[src/rtl/adder_operand_loader.sv]
// -----------------------------------------------------------------------------
// adder_operand_loader
//
// Sequencer that sits in front of an external WIDTH-bit ripple adder. Two
// operands are taken from the slide switches, one per debounced button press,
// and driven to the adder. The adder's {carry, sum} is registered one cycle
// later together with a valid flag for the display stage.
//
// Optional feature (macro ADDER_ACCUM_EN):
//   undefined : a press while showing a result returns to WAIT_A.
//   defined   : running accumulator. A press while showing a result feeds the
//               low WIDTH bits of the result back as operand A, takes operand
//               B from the switches, and re-sums.
//
// Parameters:
//   WIDTH            operand width, must match the adder
//   DEBOUNCE_CYCLES  cycles the synchronised button must hold a new level
//                    before it is accepted (>= 2)
//
// Ports:
//   clk           in   1        system clock, rising edge
//   rst_n         in   1        asynchronous active-low reset
//   sw            in   WIDTH    switch bank, operand source (static)
//   btn_load      in   1        raw, bouncing pushbutton
//   op_a          out  WIDTH    registered operand A to adder
//   op_b          out  WIDTH    registered operand B to adder
//   sum_in        in   WIDTH    adder sum
//   carry_in      in   1        adder carry-out
//   result        out  WIDTH+1  registered {carry_in, sum_in}
//   result_valid  out  1        high while result is current
//   state         out  2        FSM state for LEDs
// -----------------------------------------------------------------------------
module adder_operand_loader #(
  parameter int WIDTH           = 5,
  parameter int DEBOUNCE_CYCLES = 16
) (
  input  logic             clk,
  input  logic             rst_n,
  input  logic [WIDTH-1:0] sw,
  input  logic             btn_load,
  output logic [WIDTH-1:0] op_a,
  output logic [WIDTH-1:0] op_b,
  input  logic [WIDTH-1:0] sum_in,
  input  logic             carry_in,
  output logic [WIDTH:0]   result,
  output logic             result_valid,
  output logic [1:0]       state
);

  localparam int CNT_W = (DEBOUNCE_CYCLES > 2) ? $clog2(DEBOUNCE_CYCLES) : 1;
  localparam logic [CNT_W-1:0] CNT_MAX = CNT_W'(DEBOUNCE_CYCLES - 1);

  typedef enum logic [1:0] {
    WAIT_A = 2'b00,
    WAIT_B = 2'b01,
    SUM    = 2'b10,
    SHOW   = 2'b11
  } state_t;

  logic             btn_sync_p0;
  logic             btn_sync_p1;
  logic             btn_level;
  logic             press;
  logic [CNT_W-1:0] db_cnt;

  state_t           cur_state;
  state_t           nxt_state;
  logic [WIDTH-1:0] op_a_nxt;
  logic [WIDTH-1:0] op_b_nxt;
  logic [WIDTH:0]   result_nxt;
  logic             result_valid_nxt;

  // Stage p0/p1: two-flop synchroniser, then debounce counter.
  // The counter runs only while the synchronised button disagrees with the
  // accepted level; any return to agreement (a bounce) restarts it. press is
  // registered on the same edge the level rises, so it is high for exactly
  // one cycle and never on release.
  always_ff @(posedge clk or negedge rst_n) begin
    if (!rst_n) begin
      btn_sync_p0 <= 1'b0;
      btn_sync_p1 <= 1'b0;
      btn_level   <= 1'b0;
      db_cnt      <= '0;
      press       <= 1'b0;
    end else begin
      btn_sync_p0 <= btn_load;
      btn_sync_p1 <= btn_sync_p0;
      press       <= 1'b0;
      if (btn_sync_p1 == btn_level) begin
        db_cnt <= '0;
      end else if (db_cnt == CNT_MAX) begin
        db_cnt    <= '0;
        btn_level <= btn_sync_p1;
        press     <= btn_sync_p1;
      end else begin
        db_cnt <= db_cnt + 1'b1;
      end
    end
  end

  // FSM next-state and register updates. Operands and result hold unless
  // explicitly captured. SUM waits one cycle so the adder settles on the
  // registered operands before its output is sampled.
  always_comb begin
    nxt_state        = cur_state;
    op_a_nxt         = op_a;
    op_b_nxt         = op_b;
    result_nxt       = result;
    result_valid_nxt = result_valid;
    case (cur_state)
      WAIT_A: begin
        if (press) begin
          op_a_nxt  = sw;
          nxt_state = WAIT_B;
        end
      end
      WAIT_B: begin
        if (press) begin
          op_b_nxt  = sw;
          nxt_state = SUM;
        end
      end
      SUM: begin
        result_nxt       = {carry_in, sum_in};
        result_valid_nxt = 1'b1;
        nxt_state        = SHOW;
      end
      SHOW: begin
        if (press) begin
`ifdef ADDER_ACCUM_EN
          // Carry is dropped from the fed-back value: accumulation wraps
          // modulo 2^WIDTH.
          op_a_nxt         = result[WIDTH-1:0];
          op_b_nxt         = sw;
          result_valid_nxt = 1'b0;
          nxt_state        = SUM;
`else
          result_valid_nxt = 1'b0;
          nxt_state        = WAIT_A;
`endif
        end
      end
      default: nxt_state = WAIT_A;
    endcase
  end

  // Stage p2: FSM state and datapath registers.
  always_ff @(posedge clk or negedge rst_n) begin
    if (!rst_n) begin
      cur_state    <= WAIT_A;
      op_a         <= '0;
      op_b         <= '0;
      result       <= '0;
      result_valid <= 1'b0;
    end else begin
      cur_state    <= nxt_state;
      op_a         <= op_a_nxt;
      op_b         <= op_b_nxt;
      result       <= result_nxt;
      result_valid <= result_valid_nxt;
    end
  end

  assign state = cur_state;

endmodule
[config.mk]
export PLATFORM = sky130hd
export DESIGN_NAME = adder_operand_loader
export DESIGN_NICKNAME = d
export VERILOG_FILES = /design/src/rtl/adder_operand_loader.sv
export SDC_FILE = /design/constraint.sdc
export NUM_CORES = 1
export LEC_CHECK = 0
export CORE_MARGIN = 1
export CORE_UTILIZATION = 48
export CTS_CLUSTER_DIAMETER = 200
export DETAILED_ROUTE_END_ITERATION = 12
export GPL_TIMING_DRIVEN = 0
export PLACE_DENSITY = 0.93
export SETUP_SLACK_MARGIN = 0.3
export SLEW_MARGIN = 20
export SYNTH_ARGS = -nofsm -noshare
export SYNTH_HDL_FRONTEND = slang
export SYNTH_SLANG_ARGS = --single-unit
[constraint.sdc]
create_clock -name clk -period 3.63 [get_ports clk]
set_input_delay 0.9075 -clock clk [delete_from_list [all_inputs] [get_ports clk]]
set_output_delay 0.9075 -clock clk [all_outputs]
set_load 0.05 [all_outputs]
# After elaboration in Yosys (flattened, before gate mapping)
# Index checks and enable logic that the tools add are counted.
dict set report classes {
  n_reduce_logical 7
  bitwise 1
  mux 10
  addsub 1
  n_eq_ne 8
}
# op count
set ops {}
lappend ops {{2-to-1 mux 4 bit} 2}
lappend ops {{one-hot mux 2 bit (4 select lines)} 1}
lappend ops {{AND reduction 2 bit} 4}
lappend ops {{2-to-1 mux 2 bit} 3}
lappend ops {{inequality test 2 bit (second input constant)} 3}
lappend ops {{adder 4 x 1 -> 4 bit (second input constant)} 1}
lappend ops {{equality test 2 bit (second input constant)} 2}
lappend ops {{equality test 4 bit (second input constant)} 1}
lappend ops {{2-to-1 mux 1 bit} 3}
lappend ops {{AND reduction 3 bit} 1}
lappend ops {{equality test 2 x 1 -> 1 bit (second input constant)} 1}
lappend ops {{zero test 2 bit} 1}
lappend ops {{one-hot mux 1 bit (2 select lines)} 1}
lappend ops {{nonzero test 2 bit} 1}
lappend ops {{equality test 1 bit} 1}
lappend ops {{inverter 1 bit} 1}
dict set report word_totals {
  ff_bits 27
  out_inout_bits 19
  wordCells 37
}

# Depth between registers and ports, before layout
# Gate-level depths: netlist of the first run.
dict set report logic_depth {
  word_depth 3
  depth_mapped 5
  mapped_depth_nobuf 5
}

# Worst setup path after synthesis of the first run
# OpenSTA, ideal clock, no wires.
dict set report synth_timing {
  kind {register to register}
  startpoint {register cur_state[1] (netlist: state[1])}
  endpoint {register cur_state[1] (netlist: state[1])}
  setup_time_ns 0.125
  arrival_ns 1.553
  stages_incl_launch_ff 6
  path_slack_ns 1.952
  path_buffers 0
  cell_sequence {dfrtp_1 -> inv_1 -> ha_1 -> nor3_1 -> nor2_1 -> mux2_4}
}
dict set report synth_between {
  elab_chain_len 3
}
# item line_no
set synth_rtl {}
lappend synth_rtl {{from (decl)} 66} ;# state_t cur_state;
lappend synth_rtl {{from (signal assigned)} 156} ;# cur_state <= nxt_state;
lappend synth_rtl {{equality test 2 x 1 -> 1 bit, or another cell as far along} 110} ;# case (cur_state)
lappend synth_rtl {{inequality test 2 bit (no source line)} -}
lappend synth_rtl {{AND reduction 3 bit (no source line)} -}
# Parallel ways exist; a longest one is shown, timed or not.
# A chain may end at the register's enable or synchronous reset.

# Final worst setup path of the first run
dict set report layout_timing {
  startpoint {register cur_state[1] (netlist: state[1])}
  endpoint {output port state[1]}
}
# item line_no
set layout_lines {}
lappend layout_lines {{to (decl)} 47} ;# output logic [1:0] state
# No word-level cell between the ends.

==> summary.md, run 1 <==
| Metric | Value |
|---|---|
| Clock sink total | `27` |
| Syn-to-layout area delta | `34.5%` |
| First-pass GRT wire length | `3240 um` |
| Count leader, synth | `dfrtp_1` |
| Area share of the largest cell type after synthesis | `62.1%` |
| Clock buffer depth | `2` |
| GP Congestion | `0.776` |
| Die H | `49.6 um` |
| Count of final hold-check violations | `0` |
| Vias in the first global route | `727` |
| Most common library cells after synthesis | `dfrtp_1 (27), mux2_2 (17), ha_1 (6)` |
| Largest stage delay, worst path | `830 ps` |
| Max Slew Vio Count | `0` |
| # H-tree levels | `1` |
| CP Capture Type | `output port` |
| Mean post-synth cell area | `14.5 um2` |
| Clock transition at the registers of the reported paths | `130 ps` |
| Unrepaired setup endpoints after global routing | `no` |
| Fmax | `399 MHz` |
| Initial Utilization | `53.3%` |
| Inst Count DP | `134` |
| Post-CTS Hold Buffers | `0` |
| Clk_skew | `1.71 ps` |
| Worst Hold Class | `register to register` |
| # fillers | `153` |
| Cell row count | `16` |
| Vias per cell | `5.13` |
| PwrDens | `693 nW/um2` |
| Yosys warns | `0` |
| TritonCTS clock tree | `done` |
| GRT Resource Usage Total | `17.8%` |
| Most used flip-flop cell after synthesis | `dfrtp_1` |
| Initial detailed-routing violation count | `6` |
| Initial antenna violation count | `0` |
| Top cells by area, synth | `dfrtp_1 (62%), mux2_2 (18%), ha_1 (6.9%)` |
| Worst-margin pin slew | `575 ps` |
| CP top delay family | `buffers and inverters` |
| Crit path time final | `2510 ps` |
| Vias | `708` |
| Slew margin rel. | `61.6%` |
| Status | `completed` |
| Io pins | `33` |
| Clock Latency Late Sink | `310 ps` |
| Root Buffer | `clkbuf_4` |
| DRC | `0` |
| Synthesized area | `1090 um2` |
| Nets | `132` |
| Layout cells sized above 1 | `20.7%` |
| Post-synth top area cell | `dfrtp_1` |
| Final ANT Viol Nets | `0` |
| FF+latch count, synth | `27` |
| Cell variety after synth | `18` |
| Async SR Flop Fraction | `100%` |
| CP required | `2720 ps` |
| Lkg Pwr | `0.647 nW` |
| Post_cts resized | `0` |
| Setup CP Type | `register to output port` |
| Worst Path Buf+Inv | `1` |
| Setup TNS | `0 ps` |
| Worst-path fanout max | `5` |
| Postcts setup bufs | `0` |
| CP Cell Sequence | `clkdlybuf4s50_1` |
| Post-Layout Cell Count | `138` |
| 1st-pass router iterations | `4` |
| Max rail drop VDD | `0.000443 V` |
| GRT Residual Overflow | `0` |
| Core area | `2040 um2` |
| Max-cap violations | `0` |
| Port Buffers | `32` |
| Diodes inserted | `0` |
| Worst path arrival time | `1600 ps` |
| Period utilisation layout | `69.0%` |
| Setup violators final | `0` |
| Routed WL per cell | `13.9 um` |
| Die ar. | `2460 um2` |
| Post-Syn Nets | `95` |
| Largest net degree at the start of global routing | `28` |
| Sequential area share after synthesis | `62.1%` |
| Final wirelength | `1920 um` |
| Gate count of the mapped netlist | `75` |
| Die X | `49.6 um` |
| Total CTS buffers | `3` |
| HPWL Detailed | `1480 um` |
| Critical path launch point type | `register` |
| Crit path max-delay cell type | `clkdlybuf4s50_1` |
| Post-synth EDFFs | `0` |
## power by group
group | internal (W) | total [W] | switching (W)
registers | 0.000358 | 0.000396 | 0.0000386
clock network | 0.0000429 | 0.000123 | 0.0000801
logic | 0.000199 | 0.000495 | 0.000296
total | 0.000600 | 0.00101 | 0.000415
## sequential cells by signal, indices dropped and copies added, names as in the netlist
| signal | flops |
|---|---|
| result | 6 |
| op_a | 5 |
| state | 2 |
| btn_sync_p1 | 1 |
| btn_sync_p0 | 1 |
| press | 1 |
| db_cnt | 4 |
| result_valid | 1 |
| op_b | 5 |
| btn_level | 1 |
## cells by family after synthesis
group | share of synthesized area (%)
flip-flops | 62.1
AND/OR/NAND/NOR | 5.75
AO/OA/AOI/OAI | 1.95
adder cells (fa/ha/maj) | 6.90
multiplexers | 19.9
buffers and inverters | 1.84
XOR/XNOR | 1.61
## final timing paths
check | startpoint | slack [ps] | cells past startpoint | to
setup / recovery | state[1]$_DFFE_PN0P_ | 1120 | 1 | state[1]
setup reg to reg | state[1]$_DFFE_PN0P_ | 2170 | 4 | op_a[0]$_DFFE_PN0P_
hold reg to reg | btn_sync_p0$_DFF_PN0_ | 370 | 0 | btn_sync_p1$_DFF_PN0_
hold / removal | btn_sync_p0$_DFF_PN0_ | 370 | 0 | btn_sync_p1$_DFF_PN0_
max in group asynchronous | rst_n | 2680 | 1 | db_cnt[0]$_DFF_PN0_
min in group asynchronous | rst_n | 570 | 1 | op_b[4]$_DFFE_PN0P_
## layer usage
metal | vias to the layer above | part of all wire (%) | global-route usage (%)
li1 | 332 | - | -
met5 | - | 0 | 0
met4 | 0 | 1.3 | 5.71
met3 | 4 | 2.8 | 3.70
met2 | 19 | 54 | 33.6
met1 | 353 | 41 | 19.6
## stage by stage
stage	worst slack (ps)	hold slack, ps	instance area [um2]	utilization (%)	power [W]
after floorplan	1950	331	1090	-	0.000734
after global placement	1340	335	1440	70.6	0.000876
after detailed placement	1480	341	1440	70.4	0.000899
after CTS	1120	372	1460	71.7	0.00102
after global routing	1070	374	1460	71.7	0.00107
final	1120	367	1460	71.7	0.00101
## final cells by class
type	instances	area [um2]	share of cell area [%]
buffer	1	5.00	0.342
timing repair buffer	32	315	21.5
tap	27	33.8	2.31
clock buffer	4	26.3	1.79
sequential	27	676	46.2
multi-input combinational	43	393	26.8
inverter	4	15.0	1.03
## placed cells by master, fill, tap and decap left out
master,netlist,routed
a21oi_1,2,2
buf_2,1,2
clkbuf_1,0,1
clkbuf_4,0,3
clkdlybuf4s50_1,0,31
dfrtp_1,27,27
ha_1,6,6
inv_1,4,4
mux2_2,17,17
mux2_4,1,1
mux2i_1,1,1
nand2_1,2,2
nand3_1,1,1
nand4b_1,1,1
nor2_1,4,4
nor2b_1,1,1
nor3_1,1,1
nor3b_1,2,2
o21ai_0,1,1
o22ai_1,1,1
xnor2_1,2,2
(Power assumes the default switching activity.)
==> run 2: changes to the inputs <==
--- a/config.mk
+++ b/config.mk
@@ -6,11 +6,11 @@
 export NUM_CORES = 1
 export LEC_CHECK = 0
 export CORE_MARGIN = 1
-export CORE_UTILIZATION = 48
+export CORE_UTILIZATION = 41
 export CTS_CLUSTER_DIAMETER = 200
 export DETAILED_ROUTE_END_ITERATION = 12
 export GPL_TIMING_DRIVEN = 0
-export PLACE_DENSITY = 0.93
+export PLACE_DENSITY = 0.85
 export SETUP_SLACK_MARGIN = 0.3
 export SLEW_MARGIN = 20
 export SYNTH_ARGS = -nofsm -noshare
==> constraint.sdc (replaced) <==
create_clock -name clk -period 2.3 [get_ports clk]
set_input_delay 0.575 -clock clk [delete_from_list [all_inputs] [get_ports clk]]
set_output_delay 0.575 -clock clk [all_outputs]
set_load 0.05 [all_outputs]
==> summary.md, run 2 (synthesis gave the netlist of run 1 again) <==
| Metric | Value |
|---|---|
| GP Congestion | `0.718 (was 0.776)` |
| TritonCTS clock tree | `done (unchanged)` |
| Layout cells sized above 1 | `21.6% (was 20.7%)` |
| Worst Path Buf+Inv | `1 (unchanged)` |
| Diodes inserted | `0 (unchanged)` |
| Status | `completed (unchanged)` |
| Die H | `53.5 um (was 49.6 um)` |
| # fillers | `203 (was 153)` |
| Max reg flops | `6 (unchanged)` |
| Nets | `132 (unchanged)` |
| Initial Utilization | `43.5% (was 53.3%)` |
| 1st-pass router iterations | `4 (unchanged)` |
| Worst slack, placed | `481 ps (was 1480 ps)` |
| Inst Count DP | `137 (was 134)` |
| Final core utilization | `57.8% (was 71.7%)` |
| CP top delay family | `buffers and inverters (unchanged)` |
| DRC | `0 (unchanged)` |
| Slew margin rel. | `60.7% (was 61.6%)` |
| Clock buffer depth | `2 (unchanged)` |
| Largest net degree at the start of global routing | `28 (unchanged)` |
| Syn-to-layout area delta | `32.8% (was 34.5%)` |
| Initial detailed-routing violation count | `1 (was 6)` |
| Worst-path fanout max | `5 (unchanged)` |
| R2R depth | `5 (was 4)` |
| Io pins | `33 (unchanged)` |
| Clock sink total | `27 (unchanged)` |
| Die X | `53.5 um (was 49.6 um)` |
| CP required | `1730 ps (was 2720 ps)` |
| Period utilisation layout | `81.9%` |
| Port Buffers | `32 (unchanged)` |
| Largest stage delay, worst path | `550 ps (was 830 ps)` |
| Crit path max-delay cell type | `dlygate4sd2_1 (was clkdlybuf4s50_1)` |
| First-pass GRT wire length | `3080 um (was 3240 um)` |
| Worst Hold Class | `primary input to asynchronous set/reset pin (was register to register)` |
| Lkg Pwr | `0.673 nW (was 0.647 nW)` |
| Worst path arrival time | `1310 ps (was 1600 ps)` |
| Postcts setup bufs | `0 (unchanged)` |
| Count of final hold-check violations | `0 (unchanged)` |
| FF-to-FF Start | `state[0]$_DFFE_PN0P_ (was state[1]$_DFFE_PN0P_)` |
| Largest register by flop count | `result (unchanged)` |
| Final setup margin | `417 ps (was 1120 ps)` |
| Fmax | `531 MHz` |
| Cell row count | `18 (was 16)` |
| Worst hold margin | `241 ps (was 367 ps)` |
| Final wirelength | `1970 um (was 1920 um)` |
| Setup CP Type | `register to output port (unchanged)` |
| Max rail drop VDD | `0.000862 V (was 0.000443 V)` |
| Clock transition at the registers of the reported paths | `140 ps (was 130 ps)` |
| Core area | `2500 um2 (was 2040 um2)` |
| # H-tree levels | `1 (unchanged)` |
| Unrepaired setup endpoints after global routing | `no (unchanged)` |
| Max-cap violations | `0 (unchanged)` |
| Reg-to-Reg End | `state[1]$_DFFE_PN0P_ (was op_a[0]$_DFFE_PN0P_)` |
| Worst-margin pin slew | `590 ps (was 575 ps)` |
| Clock Latency Late Sink | `310 ps (about the same)` |
| Setup violators final | `0 (unchanged)` |
| Vias | `689 (was 708)` |
| Most frequent cells in the layout | `dfrtp_1 (27), dlygate4sd2_1 (19), mux2_2 (17) (was clkdlybuf4s50_1 (31), dfrtp_1 (27), mux2_2 (17))` |
| CP Capture Type | `output port (unchanged)` |
| Clk_skew | `8.44 ps (was 1.71 ps)` |
| Max Slew Vio Count | `0 (unchanged)` |
| Vias in the first global route | `702 (was 727)` |
| Vias per cell | `4.89 (was 5.13)` |
| Root Buffer | `clkbuf_4 (unchanged)` |
| HPWL Detailed | `1530 um (was 1480 um)` |
| Critical path launch point type | `register (unchanged)` |
| Setup TNS | `0 ps (unchanged)` |
| Post-Layout Cell Count | `141 (was 138)` |
| Total CTS buffers | `3 (unchanged)` |
| PwrDens | `1060 nW/um2 (was 693 nW/um2)` |
| Most common cell after layout, fill and taps aside | `dfrtp_1 (was clkdlybuf4s50_1)` |
| GRT Resource Usage Total | `15.5% (was 17.8%)` |
| Reg-to-reg slack, setup | `840 ps (was 2170 ps)` |
| Initial antenna violation count | `0 (unchanged)` |
| Biggest regs | `result: 6 flops, op_a: 5 flops, op_b: 5 flops (unchanged)` |
| Crit path time final | `1880 ps` |
| GRT Residual Overflow | `0 (unchanged)` |
| Critical Path Start | `state[1]$_DFFE_PN0P_ (unchanged)` |
| Routed WL per cell | `14.0 um (was 13.9 um)` |
| Die ar. | `2860 um2 (was 2460 um2)` |
| CP Cell Sequence | `dlygate4sd2_1 (was clkdlybuf4s50_1)` |
| Final ANT Viol Nets | `0 (unchanged)` |
==> run 2: changes by cell type in the layout (fill, tap and decap cells not counted) <==
cell             before  now
clkbuf_1              1    0
clkdlybuf4s50_1      31   12
clkinv_2              0    1
dlygate4sd2_1         0   19
==> run 2: worst max-delay path by stage <==
stage,cells after the start,slack [ps],to
2_1_floorplan,5,620,state[1]$_DFFE_PN0P_
3_3_place_gp,1,350,db_cnt[0]$_DFF_PN0_
3_5_place_dp,1,480,state[1]
4_1_cts,1,400,state[1]
5_1_grt,1,360,state[1]
6_report,1,420,state[1]
==> run 2: timing repair <==
action	in CTS	in global routing
endpoints found under the setup margin	19	0
hold buffers	0	0
gates resized for setup	19	0
==> run 2: area by class of cell <==
type	count	area (um2)	area share, %
Clock buffer	3	22.5	1.56
Tap cell	30	37.5	2.60
Inverter	4	15.0	1.04
Timing Repair Buffer	32	292	20.2
Buffer	1	5.00	0.346
Clock inverter	1	5.00	0.346
Sequential cell	27	676	46.8
Multi-Input combinational cell	43	393	27.2
==> run 2: power breakdown <==
part	total, W	internal (W)	switching [W]
logic	0.000716	0.000254	0.000462
registers	0.000622	0.000564	0.0000578
clock network	0.000192	0.0000649	0.000127
total	0.00153	0.000883	0.000647
==> run 2: through the flow <==
stage	area, um2	power (W)
global route	1450	0.00162
detailed placement	1440	0.00142
finish	1450	0.00153
global placement	1450	0.00138
CTS	1450	0.00155
floorplan	1090	0.00116
==> run 2: metal layers <==
metal | track usage, % | wire length [um]
met3 | 2.59 | 54
met5 | 0 | 0
met2 | 27.7 | 1100
met4 | 7.89 | 20
met1 | 17.5 | 800
